===== config.mk =====
export PLATFORM = sky130hd
export DESIGN_NAME = axis_uart_tx
export DESIGN_NICKNAME = d
export VERILOG_FILES = /design/src/rtl/corescore_uart_pkg.sv /design/src/rtl/uart_tx_fifo.sv /design/src/rtl/axis_uart_tx.sv
export SDC_FILE = /design/constraint.sdc
export NUM_CORES = 1
export LEC_CHECK = 0
export ABC_AREA = 1
export ABC_CLOCK_PERIOD_IN_PS = 2700
export CAP_MARGIN = 20
export CORE_MARGIN = 2
export CORE_UTILIZATION = 55
export CTS_CLUSTER_DIAMETER = 100
export CTS_CLUSTER_SIZE = 8
export DETAILED_ROUTE_END_ITERATION = 8
export PLACE_DENSITY_LB_ADDON = 0.12
export SLEW_MARGIN = 20
export SYNTH_ARGS = -nofsm -noshare
export SYNTH_HDL_FRONTEND = slang
export SYNTH_SLANG_ARGS = --single-unit

===== constraint.sdc =====
create_clock -name i_clk -period 2.7 [get_ports i_clk]
set_input_delay 0.27 -clock i_clk [delete_from_list [all_inputs] [get_ports i_clk]]
set_output_delay 0.27 -clock i_clk [all_outputs]
set_load 0.03 [all_outputs]

===== src/rtl/corescore_uart_pkg.sv =====
// Shared types and constants for the AXI-stream UART transmitter.
package corescore_uart_pkg;
  localparam int DATA_W     = 8;
  localparam int FRAME_BITS = 10;

  typedef enum logic [1:0] {IDLE, START, DATA, STOP} tx_state_e;

  // Buffered byte plus its end-of-message marker
  typedef struct packed {
    logic              last;
    logic [DATA_W-1:0] data;
  } tx_entry_t;
endpackage


===== src/rtl/uart_tx_fifo.sv =====
// Registered-output byte FIFO: no fall-through, push blocked while full.
module uart_tx_fifo #(
  parameter int DEPTH = 4,
  parameter int W     = 9
) (
  input  logic         clk,
  input  logic         rst_n,
  input  logic         push,
  input  logic [W-1:0] wdata,
  input  logic         pop,
  output logic [W-1:0] rdata,
  output logic         full,
  output logic         empty
);
  localparam int AW = $clog2(DEPTH);

  logic [AW-1:0] wr_ptr, rd_ptr;
  logic [AW:0]   count;
  logic [W-1:0]  mem [DEPTH];
  logic          push_ok, pop_ok;

  assign full    = (count == (AW+1)'(DEPTH));
  assign empty   = (count == '0);
  assign push_ok = push & ~full;
  assign pop_ok  = pop & ~empty;
  assign rdata   = mem[rd_ptr];

  always_ff @(posedge clk or negedge rst_n) begin
    if (!rst_n) begin
      wr_ptr <= '0;
      rd_ptr <= '0;
      count  <= '0;
    end else begin
      if (push_ok) wr_ptr <= wr_ptr + 1'b1;
      if (pop_ok)  rd_ptr <= rd_ptr + 1'b1;
      case ({push_ok, pop_ok})
        2'b10:   count <= count + 1'b1;
        2'b01:   count <= count - 1'b1;
        default: count <= count;
      endcase
    end
  end

  always_ff @(posedge clk) begin
    if (push_ok) mem[wr_ptr] <= wdata;
  end
endmodule


===== src/rtl/axis_uart_tx.sv =====
// AXI-stream to 8N1 UART transmitter with a small byte buffer and
// end-of-message pulse after the stop bit of a tlast byte.
module axis_uart_tx
  import corescore_uart_pkg::*;
#(
  parameter int DIVISOR    = 278,
  parameter int FIFO_DEPTH = 4
) (
  input  logic              i_clk,
  input  logic              i_rst_n,
  input  logic [DATA_W-1:0] i_tdata,
  input  logic              i_tlast,
  input  logic              i_tvalid,
  output logic              o_tready,
  output logic              o_uart_tx,
  output logic              o_busy,
  output logic              o_msg_done
);
  localparam logic [15:0] BAUD_MAX = 16'(DIVISOR - 1);

  tx_entry_t   wr_entry, rd_entry;
  logic        full, empty, push, pop, load;

  tx_state_e         state_q, state_d;
  logic [15:0]       baud_q, baud_d;
  logic [2:0]        bit_q, bit_d;
  logic [DATA_W-1:0] shreg_q, shreg_d;
  logic              last_q, last_d;
  logic              tx_q, tx_d;
  logic              done_q, done_d;

  assign o_tready   = ~full & i_rst_n;
  assign push       = i_tvalid & o_tready;
  assign wr_entry   = '{last: i_tlast, data: i_tdata};
  assign o_uart_tx  = tx_q;
  assign o_msg_done = done_q;
  assign o_busy     = ~empty | (state_q != IDLE);

  uart_tx_fifo #(
    .DEPTH (FIFO_DEPTH),
    .W     (DATA_W + 1)
  ) u_fifo (
    .clk   (i_clk),
    .rst_n (i_rst_n),
    .push  (push),
    .wdata (wr_entry),
    .pop   (pop),
    .rdata (rd_entry),
    .full  (full),
    .empty (empty)
  );

  // Line level is registered from the next-state decision, so the start bit
  // appears the cycle after the pop.
  always_comb begin
    state_d = state_q;
    baud_d  = baud_q;
    bit_d   = bit_q;
    shreg_d = shreg_q;
    last_d  = last_q;
    tx_d    = tx_q;
    done_d  = 1'b0;
    load    = 1'b0;
    unique case (state_q)
      IDLE: load = ~empty;
      START: begin
        if (baud_q == '0) begin
          state_d = DATA;
          baud_d  = BAUD_MAX;
          bit_d   = '0;
          tx_d    = shreg_q[0];
        end else begin
          baud_d = baud_q - 16'd1;
        end
      end
      DATA: begin
        if (baud_q == '0) begin
          baud_d = BAUD_MAX;
          if (bit_q == 3'(DATA_W - 1)) begin
            state_d = STOP;
            tx_d    = 1'b1;
          end else begin
            bit_d   = bit_q + 3'd1;
            shreg_d = {1'b0, shreg_q[DATA_W-1:1]};
            tx_d    = shreg_q[1];
          end
        end else begin
          baud_d = baud_q - 16'd1;
        end
      end
      STOP: begin
        if (baud_q == '0) begin
          done_d = last_q;
          if (!empty) begin
            load = 1'b1;
          end else begin
            state_d = IDLE;
            tx_d    = 1'b1;
          end
        end else begin
          baud_d = baud_q - 16'd1;
        end
      end
      default: state_d = IDLE;
    endcase
    if (load) begin
      state_d = START;
      baud_d  = BAUD_MAX;
      bit_d   = '0;
      shreg_d = rd_entry.data;
      last_d  = rd_entry.last;
      tx_d    = 1'b0;
    end
  end

  assign pop = load;

  always_ff @(posedge i_clk or negedge i_rst_n) begin
    if (!i_rst_n) begin
      state_q <= IDLE;
      baud_q  <= '0;
      bit_q   <= '0;
      shreg_q <= '0;
      last_q  <= 1'b0;
      tx_q    <= 1'b1;
      done_q  <= 1'b0;
    end else begin
      state_q <= state_d;
      baud_q  <= baud_d;
      bit_q   <= bit_d;
      shreg_q <= shreg_d;
      last_q  <= last_d;
      tx_q    <= tx_d;
      done_q  <= done_d;
    end
  end
endmodule


# Word level (Yosys, flattened, before mapping)
# Memories as Yosys holds them, arrays and structs flattened.
# Cells that the tools add are included.
dict set report classes {
  addsub 6
  n_bitwise 7
  n_eq_ne 15
  n_reduce_logical 16
  mux 35
}
# operator n
set ops {}
lappend ops {{$mux W16} 3}
lappend ops {{$mux W8} 4}
lappend ops {{$pmux W16 S2} 1}
lappend ops {{$ne A3 B2 Y1 const B} 7}
lappend ops {{$logic_not A16 Y1} 1}
lappend ops {{$sub A16 B1 Y16 const B} 1}
lappend ops {{$mux W1} 12}
lappend ops {{$mux W2} 6}
lappend ops {{$mux W3} 4}
lappend ops {{$pmux W3 S2} 2}
lappend ops {{$reduce_bool A2 Y1} 4}
lappend ops {{$add A3 B1 Y3 const B} 2}
lappend ops {{$eq A2 B2 Y1 const B} 3}
lappend ops {{$eq A3 B3 Y1 const B} 2}
lappend ops {{$pmux W2 S3} 1}
lappend ops {{$reduce_and A6 Y1} 1}
lappend ops {{$reduce_bool A3 Y1} 2}
lappend ops {{$reduce_and A5 Y1} 1}
lappend ops {{$add A2 B1 Y2 const B} 2}
lappend ops {{$and A1 B1 Y1} 4}
lappend ops {{$eq A2 B1 Y1 const B} 2}
lappend ops {{$reduce_and A4 Y1} 1}
lappend ops {{$reduce_bool A4 Y1} 1}
lappend ops {{$logic_not A3 Y1} 1}
lappend ops {{other kinds (10)} 11}
dict set report totals {
  elab_cells 90
  output_inout_bits 4
  ram_bits 36
  in_bits 12
  memories 1
  reg_bits 39
}
# name depth word_bits rd rd_clocked_by_memory_dff write_ports line
set memory_table {}
lappend memory_table {u_fifo.mem 4 9 1 0 1 uart_tx_fifo.sv:19} ;# logic [W-1:0] mem [DEPTH];

# Longest topological paths before layout
# Gate-level depths: netlist (run 1).
dict set report depth {
  word_depth 7
  depth_mapped 14
  depth_no_buf 13
}

# Cells and area by module
# From an unflattened synthesis (run 1), not the netlist that was laid out.
dict set report hier_totals {
  hier_cells 430
  hier_area_um2 4071.4
}
# module cells_each seq_area_each_um2 area_per_inst_um2 n_inst
set by_module_without_submodules {}
lappend by_module_without_submodules {axis_uart_tx 264 802.0 2075.7 1}
lappend by_module_without_submodules {uart_tx_fifo 166 1256.2 1995.7 1}

# Worst setup path after synthesis (run 1)
# OpenSTA, ideal clock, no wires.
dict set report synth_timing {
  path_kind {reg-to-reg}
  start {register u_fifo.count[1]}
  end {register u_fifo.count[2]}
  required_time_ps 2569
  path_buffers 0
  stages_incl_launch_ff 9
  arrival_time_ps 2388
  path_slack_ps 181
  synth_period_minus_slack_ps 2519
  setup_time_ps 131
  path_cell_list {dfrtp_1 inv_1 a31oi_1 nand2_1 ha_1 fa_1 a21oi_1 o21ai_0 xor2_1}
}
dict set report synth_via {
  elab_chain_cells 7
  word_cells_on_any_way 17
  classes_between {2 x add/sub; 3 x eq/ne; 4 x mux; 6 x bitwise; 2 x reduce/logical}
}
# element line
set synth_rtl {}
lappend synth_rtl {{from (decl)} uart_tx_fifo.sv:18} ;# logic [AW:0] count;
lappend synth_rtl {{from (signal assigned)} uart_tx_fifo.sv:37} ;# 2'b10: count <= count + 1'b1;
lappend synth_rtl {{from (signal assigned)} uart_tx_fifo.sv:38} ;# 2'b01: count <= count - 1'b1;
lappend synth_rtl {{from (signal assigned)} uart_tx_fifo.sv:39} ;# default: count <= count;
lappend synth_rtl {{$eq A3 B3 Y1 (*)} uart_tx_fifo.sv:22} ;# assign full = (count == (AW+1)'(DEPTH));
lappend synth_rtl {{$not A1 Y1 (*)} axis_uart_tx.sv:32} ;# assign o_tready = ~full & i_rst_n;
lappend synth_rtl {{$and A1 B1 Y1 (*)} axis_uart_tx.sv:32}
lappend synth_rtl {{named net o_tready} axis_uart_tx.sv:14} ;# output logic o_tready,
lappend synth_rtl {{$and A1 B1 Y1 (*)} axis_uart_tx.sv:33} ;# assign push = i_tvalid & o_tready;
lappend synth_rtl {{$and A1 B1 Y1 (*)} uart_tx_fifo.sv:24} ;# assign push_ok = push & ~full;
lappend synth_rtl {{$eq A2 B1 Y1 / $eq A2 B2 Y1 (equally long branches)} uart_tx_fifo.sv:36} ;# case ({push_ok, pop_ok})
lappend synth_rtl {{$pmux W3 S2 / $reduce_bool A2 Y1 (equally long branches)} n/a}
# Mark *: on every way through the listed nets, which the timed path passes. The rest lies on a longest branch.
# A chain may end at the register's enable or synchronous reset.

# Worst setup path in the final report (run 1)
dict set report layout_timing {
  start {register baud_q[0]}
  end {register u_fifo.count[2]}
}
dict set report layout_via {
  elab_chain_cells 6
  word_cells_on_any_way 8
  classes_between {2 x eq/ne; 3 x mux; 1 x bitwise; 2 x reduce/logical}
}
# element line
set layout_rtl {}
lappend layout_rtl {{from (decl)} axis_uart_tx.sv:25} ;# logic [15:0] baud_q, baud_d;
lappend layout_rtl {{from (signal assigned)} axis_uart_tx.sv:129} ;# baud_q <= baud_d;
lappend layout_rtl {{$logic_not A16 Y1 (*)} axis_uart_tx.sv:92} ;# if (baud_q == '0) begin
lappend layout_rtl {{$mux W1 (*)} axis_uart_tx.sv:92}
lappend layout_rtl {{$pmux W1 S2 (*)} axis_uart_tx.sv:64} ;# unique case (state_q)
lappend layout_rtl {{$and A1 B1 Y1 (*)} uart_tx_fifo.sv:25} ;# assign pop_ok = pop & ~empty;
lappend layout_rtl {{$eq A2 B1 Y1 / $eq A2 B2 Y1 (equally long branches)} uart_tx_fifo.sv:36}
lappend layout_rtl {{$pmux W3 S2 / $reduce_bool A2 Y1 (equally long branches)} n/a}
# Every way passes the cells marked *; elsewhere a longest branch is shown, timed or not.

==> results of run 1 <==
-- worst max-delay path: stages, from the launching register on --
cell     delay, ps
dfrtp_1        350
inv_1           60
ha_1           240
nand2_2        140
nor2_4          60
nand3_4        110
nand2_4         60
nand2_4         60
inv_2           40
ha_1           220
fa_1           390
a21oi_1        150
o21ai_0        110
xor2_1         150
-- metal layers --
metal / GRT usage (%) / share of wire (%)
met2: 35.5 / 49
met1: 28.3 / 47
met3: 3.41 / 2.9
met5: 0 / 0
met4: 8.53 / 1.7
-- cells in the mapped netlist (all sizes together) --
cell type | instances | area [µm²]
nand2 | 89 | 372
dfstp | 1 | 26.3
buf | 7 | 58.8
clkinv | 1 | 3.75
xor2 | 13 | 114
xnor2 | 1 | 8.76
clkbuf | 5 | 18.8
o21ai | 38 | 216
o21bai | 1 | 7.51
nand3 | 18 | 113
nand4 | 4 | 25.0
nor2 | 67 | 292
ha | 12 | 150
a31oi | 3 | 18.8
o2111ai | 1 | 8.76
or2 | 1 | 6.26
a21oi | 17 | 85.1
o22ai | 11 | 75.1
edfxtp | 36 | 1080
inv | 39 | 146
fa | 1 | 20.0
dfrtp | 38 | 951
o211ai | 1 | 21.3
-- flip-flops by register name, indices dropped and copies added (netlist names) --
register,flops
o_uart_tx,1
shreg_q,8
u_fifo.wr_ptr,2
o_msg_done,1
baud_q,16
state_q,2
u_fifo.count,3
u_fifo.mem,36
last_q,1
u_fifo.rd_ptr,2
bit_q,3
-- layout make-up --
class                   instances  area (µm²)
clock buffers                   9         124
clock inverters                 7        82.6
fillers                       566        2490
inverters                      40         150
multi-input cells             278        1530
flip-flops and latches         75        2060
well taps                      80         100
repair buffers                 24         215
-- worst max path at each step --
stage / endpoint / from / cells past startpoint
5_1_grt: u_fifo.count[2]$_DFFE_PN0P_ / baud_q[0]$_DFFE_PN0P_ / 13
2_1_floorplan: u_fifo.count[2]$_DFFE_PN0P_ / u_fifo.count[1]$_DFFE_PN0P_ / 8
6_report: u_fifo.count[2]$_DFFE_PN0P_ / baud_q[0]$_DFFE_PN0P_ / 13
4_1_cts: u_fifo.count[2]$_DFFE_PN0P_ / baud_q[0]$_DFFE_PN0P_ / 13
3_3_place_gp: u_fifo.count[2]$_DFFE_PN0P_ / baud_q[0]$_DFFE_PN0P_ / 13
3_5_place_dp: u_fifo.count[2]$_DFFE_PN0P_ / baud_q[0]$_DFFE_PN0P_ / 13
-- layout by cell type, fill, tap and decap left out, types with 2 or more instances in the layout --
cell / Yosys / layout
nand2_1: 80 / 80
nor2_1: 59 / 59
dfrtp_1: 38 / 38
inv_1: 36 / 36
edfxtp_1: 36 / 36
o21ai_0: 27 / 27
a21oi_1: 17 / 17
nand3_1: 15 / 15
clkdlybuf4s50_1: 0 / 14
xor2_1: 13 / 13
ha_1: 12 / 12
o22ai_1: 10 / 10
clkbuf_8: 0 / 9
o21ai_1: 8 / 8
buf_4: 2 / 8
nand2_2: 6 / 6
nor2_2: 4 / 4
nor2_4: 4 / 4
nand4_1: 4 / 4
nand2_4: 3 / 3
inv_2: 3 / 3
a31oi_1: 3 / 3
inv_6: 0 / 3
nand3_2: 2 / 2
o21ai_4: 2 / 2
clkinvlp_4: 0 / 2
-- power breakdown --
part	internal, mW	switching (mW)	total [mW]
Combinational	0.106	0.171	0.277
Clock	0.443	0.461	0.903
Sequential	1.30	0.0449	1.35
-- kinds of logic (layout without fill, tap and decap cells) --
family	count (synthesis)	after routing
AND/OR/NAND/NOR	179	179
flip-flops	75	75
XOR/XNOR	14	14
adder cells (fa/ha/maj)	13	13
AO/OA/AOI/OAI	72	72
buffers and inverters	52	80
-- stage by stage --
step	std cells	hold WS [ps]
2_1_floorplan	405	-25.6
3_3_place_gp	496	379
3_5_place_dp	496	382
4_1_cts	513	482
5_1_grt	513	514
6_report	513	481
-- repair_timing --
| item | CTS | global route |
|---|---|---|
| endpoints found under the hold margin | 4 | 0 |
| gates resized for setup | 0 | 0 |
| setup endpoints to repair | 0 | 0 |
| hold buffers | 1 | 0 |
==> run_results.csv, run 1 <==
group,metric,value,unit
floorplan,die_area,0.00763,mm²
clocking,post-cts-setup-buffer-count,0,
floorplan,core_area,0.00676,mm²
synthesis,yosysSeqAreaShare,53.9,%
synthesis,synth_xor_xnor_area_share,3.21,%
synthesis,synth_mux_area_share,0,%
detailed_routing,first_pass_iters,4,
synthesis,synth_compound_area_share,11.3,%
clocking,clk_path_buf_depth,2,
floorplan,die_w,87.3,µm
synthesis,yosys_warnings,0,
clocking,ctsHtreeMaxLevel,3,
sta,slew_violations,0,
critical_path,path_max_fanout,5,
clocking,clk_pin_slew,90,ps
place,dp_hpwl,4.96,mm
detailed_routing,wirelength,7.37,mm
clocking,cts_tree,"done",
floorplan,rows,30,
sta,skew,10.0,ps
sta,fin_crit_sh,83.4,%
sta,setup_tns,0,ps
synthesis,avgSynthCellArea,9.43,µm²
hold_path,min-delay-start,"o_uart_tx$_DFFE_PN1P_",
detailed_routing,drc,0,
place,gp_congestion,0.842,
synthesis,synthSimpleGateAreaFrac,21.1,%
detailed_routing,wl_per_cell,14.4,µm
global_routing,grt_max_degree,40,
critical_path,critPathCaptureType,"register",
power_and_ir_drop,powerDensity,593,mW/mm²
sta,finalSetupViolCount,0,
finish,antenna_cells,0,
critical_path,cp.required,2930,ps
place,preCtsSetupSlack,463,ps
synthesis,syn_nets,430,
synthesis,ys_types,36,
sta,worst_slack,448,ps
floorplan,die_h,87.3,µm
critical_path,worstSetupPathType,"register to register",
detailed_routing,post_drt_via_cell_ratio,5.32,
sta,hold_viol,0,
synthesis,synth_cells,405,
finish,finish.utilization,63.1,%
sta,rsz0062_at_grt,"false",
clocking,clock_latency,350,ps
critical_path,startpoint_type,"register",
detailed_routing,route.vias.total,2727,
global_routing,antenna_found_initial,0,
sta,fin_crit,2250,ps
detailed_routing,ant_nets,0,
finish,drive_gt1_share,12.7,%
global_routing,grt_use_total,21.4,%
clocking,cts_root_buf,"clkbuf_8",
floorplan,ios,16,
power_and_ir_drop,p_total,2.53,mW
critical_path,r2r-start,"baud_q[0]$_DFFE_PN0P_",
run,cap_violations,0,
finish,area_growth,11.6,%
synthesis,netlist_area,0.00382,mm²
hold_path,hold_path_end,"o_uart_tx$_DFFE_PN1P_",
power_and_ir_drop,peakVddDrop,0.000394,V
clocking,cts_num_sinks,75,
floorplan,initial_utilization,56.5,%
sta,max_freq,444,MHz
detailed_routing,drt_iter0_drc,116,
critical_path,reg2reg_slack,450,ps
critical_path,worstPathArrival,2490,ps
synthesis,synth_top_family_by_area,"simple AND/OR/NAND/NOR gates",
sta,maxSlewHeadroom,64.1,%
finish,nNetsFinal,453,
global_routing,grt_pass1_vias,2684,
finish,final_area,0.00426,mm²
power_and_ir_drop,power_leakage,1.93,nW
critical_path,r2r_cells,13,
place,place_area,0.00405,mm²
place,io_buffers,15,
hold_path,hold_depth,2,
global_routing,grt.overflow.total,0,
synthesis,synth-adder-area-share,4.46,%
hold_path,min_path_type,"register to register",
run_status,status,"completed",
critical_path,r2r-end,"u_fifo.count[2]$_DFFE_PN0P_",
global_routing,grt_first_pass_wirelength,12.4,mm
sta,tightest_slew,535,ps
synthesis,synth_seq_cells,75,
clocking,cts_buffers,9,
Note: power is estimated with default switching activity, not from simulation.
==> run 2: changes to the inputs <==
- ABC_CLOCK_PERIOD_IN_PS: 2700 -> 2200
- clock period: 2.7 -> 2.2 ns (I/O delays scaled with it)
==> run_results.csv, run 2 (synthesized netlist as in run 1, its figures left out) <==
group,metric,value,unit
detailed_routing,ant_nets,0,
detailed_routing,drt_iter0_drc,158,
finish,top_regs,"u_fifo.mem x36, baud_q x16, shreg_q x8",
critical_path,cp.required,1980,ps
floorplan,die_h,87.3,µm
sta,fin_crit,2110,ps
detailed_routing,wl_per_cell,13.9,µm
sta,skew,9.88,ps
clocking,cts_tree,"done",
sta,fin_crit_sh,95.9,%
clocking,cts_buffers,9,
finish,antenna_cells,0,
sta,tightest_slew,516,ps
critical_path,startpoint_type,"primary input",
floorplan,die_w,87.3,µm
floorplan,core_area,0.00676,mm²
clocking,cts_root_buf,"clkbuf_8",
clocking,post-cts-setup-buffer-count,0,
hold_path,min_path_type,"primary input to async pin",
power_and_ir_drop,power_leakage,1.95,nW
sta,max_freq,474,MHz
place,gp_congestion,0.798,
global_routing,grt_use_total,20.5,%
clocking,clock_latency,340,ps
place,dp_hpwl,4.97,mm
critical_path,path_max_fanout,2,
power_and_ir_drop,powerDensity,719,mW/mm²
detailed_routing,drc,0,
power_and_ir_drop,p_total,3.10,mW
clocking,cts_num_sinks,75,
finish,largest_register_ffs,36,
floorplan,die_area,0.00763,mm²
global_routing,grt.overflow.total,0,
detailed_routing,post_drt_via_cell_ratio,5.33,
clocking,clk_path_buf_depth,2,
finish,max_flop_register,"u_fifo.mem",
place,place_area,0.00408,mm²
global_routing,grt_first_pass_wirelength,12.1,mm
critical_path,worstSetupPathType,"primary input to output pin",
detailed_routing,first_pass_iters,4,
finish,final_common_cell,"nand2_1",
critical_path,critPathCaptureType,"output pin",
finish,drive_gt1_share,13.8,%
floorplan,ios,16,
critical_path,worstPathArrival,1890,ps
place,io_buffers,15,
clocking,ctsHtreeMaxLevel,3,
clocking,clk_pin_slew,90,ps
sta,slew_violations,0,
floorplan,rows,30,
power_and_ir_drop,peakVddDrop,0.000550,V
sta,hold_viol,0,
global_routing,grt_max_degree,40,
sta,finalSetupViolCount,0,
finish,area_growth,12.7,%
sta,rsz0062_at_grt,"true",
finish,final_area,0.00431,mm²
finish,final_cell_mix,"80 x nand2_1, 59 x nor2_1, 38 x dfrtp_1, 36 x inv_1, 36 x edfxtp_1",
sta,maxSlewHeadroom,65.4,%
global_routing,grt_pass1_vias,2618,
global_routing,antenna_found_initial,0,
finish,nNetsFinal,455,
floorplan,initial_utilization,56.5,%
detailed_routing,route.vias.total,2746,
finish,finish.utilization,63.7,%
detailed_routing,wirelength,7.14,mm
run,cap_violations,0,
run_status,status,"completed",
[run 2: worst paths after layout]
check                                        from                     endpoint  slack [ps]  cells past startpoint
max                                       i_rst_n                     o_tready          90                      5
min                                       i_rst_n       baud_q[14]$_DFFE_PN0P_         480                      3
max reg2reg                state_q[0]$_DFFE_PN0P_  u_fifo.count[2]$_DFFE_PN0P_         120                     10
min reg2reg                 o_uart_tx$_DFFE_PN1P_        o_uart_tx$_DFFE_PN1P_         480                      2
max in group asynchronous                 i_rst_n        o_uart_tx$_DFFE_PN1P_        1350                      3
min in group i_clk          o_uart_tx$_DFFE_PN1P_        o_uart_tx$_DFFE_PN1P_         480                      2
[run 2: final cells by class]
class                           instances  area (µm²)
Timing Repair Buffer                   26         230
Inverter                               40         150
Clock inverter                          7        83.8
Fill cell                             578        2450
Tap cell                               80         100
Sequential cell                        75        2060
Clock buffer                            9         124
Multi-Input combinational cell        278        1560
[run 2: where the power goes]
part           total [mW]  leakage (nW)  switching (mW)  internal (mW)
clock network        1.10         0.102           0.552          0.544
logic               0.340          1.05           0.207          0.133
registers            1.66         0.798          0.0602           1.60
total                3.10          1.95           0.819           2.28
[run 2: repair_timing]
item | in CTS | in global routing
hold endpoints to repair | 38 | 0
gates resized for setup | 0 | 1
setup endpoints to repair | 0 | 2
hold buffers | 1 | 0
[run 2: worst max-delay path: stages]
cell and delay (ps):
dlygate4sd3_1 520, buf_2 110, inv_1 80, a31oi_2 240
clkdlybuf4s50_1 720
[run 2: metal layers]
| layer | GRT usage [%] | up-vias | routed length (µm) |
|---|---|---|---|
| li1 | - | 1387 | - |
| met1 | 26.5 | 1313 | 3250 |
| met2 | 34.4 | 36 | 3560 |
| met3 | 3.89 | 10 | 182 |
| met4 | 7.69 | 0 | 148 |
| met5 | 0 | - | 0 |
[run 2: stage by stage]
step                      std cells  setup slack [ps]  TNS, ps  hold slack [ps]
final                           515              89.9        0              478
after global routing            515             -5.05    -5.05              510
after CTS                       515               103        0              484
after detailed placement        498               114        0              336
after global placement          498               165        0              337
after floorplan                 405             -2.94    -2.94            -75.6
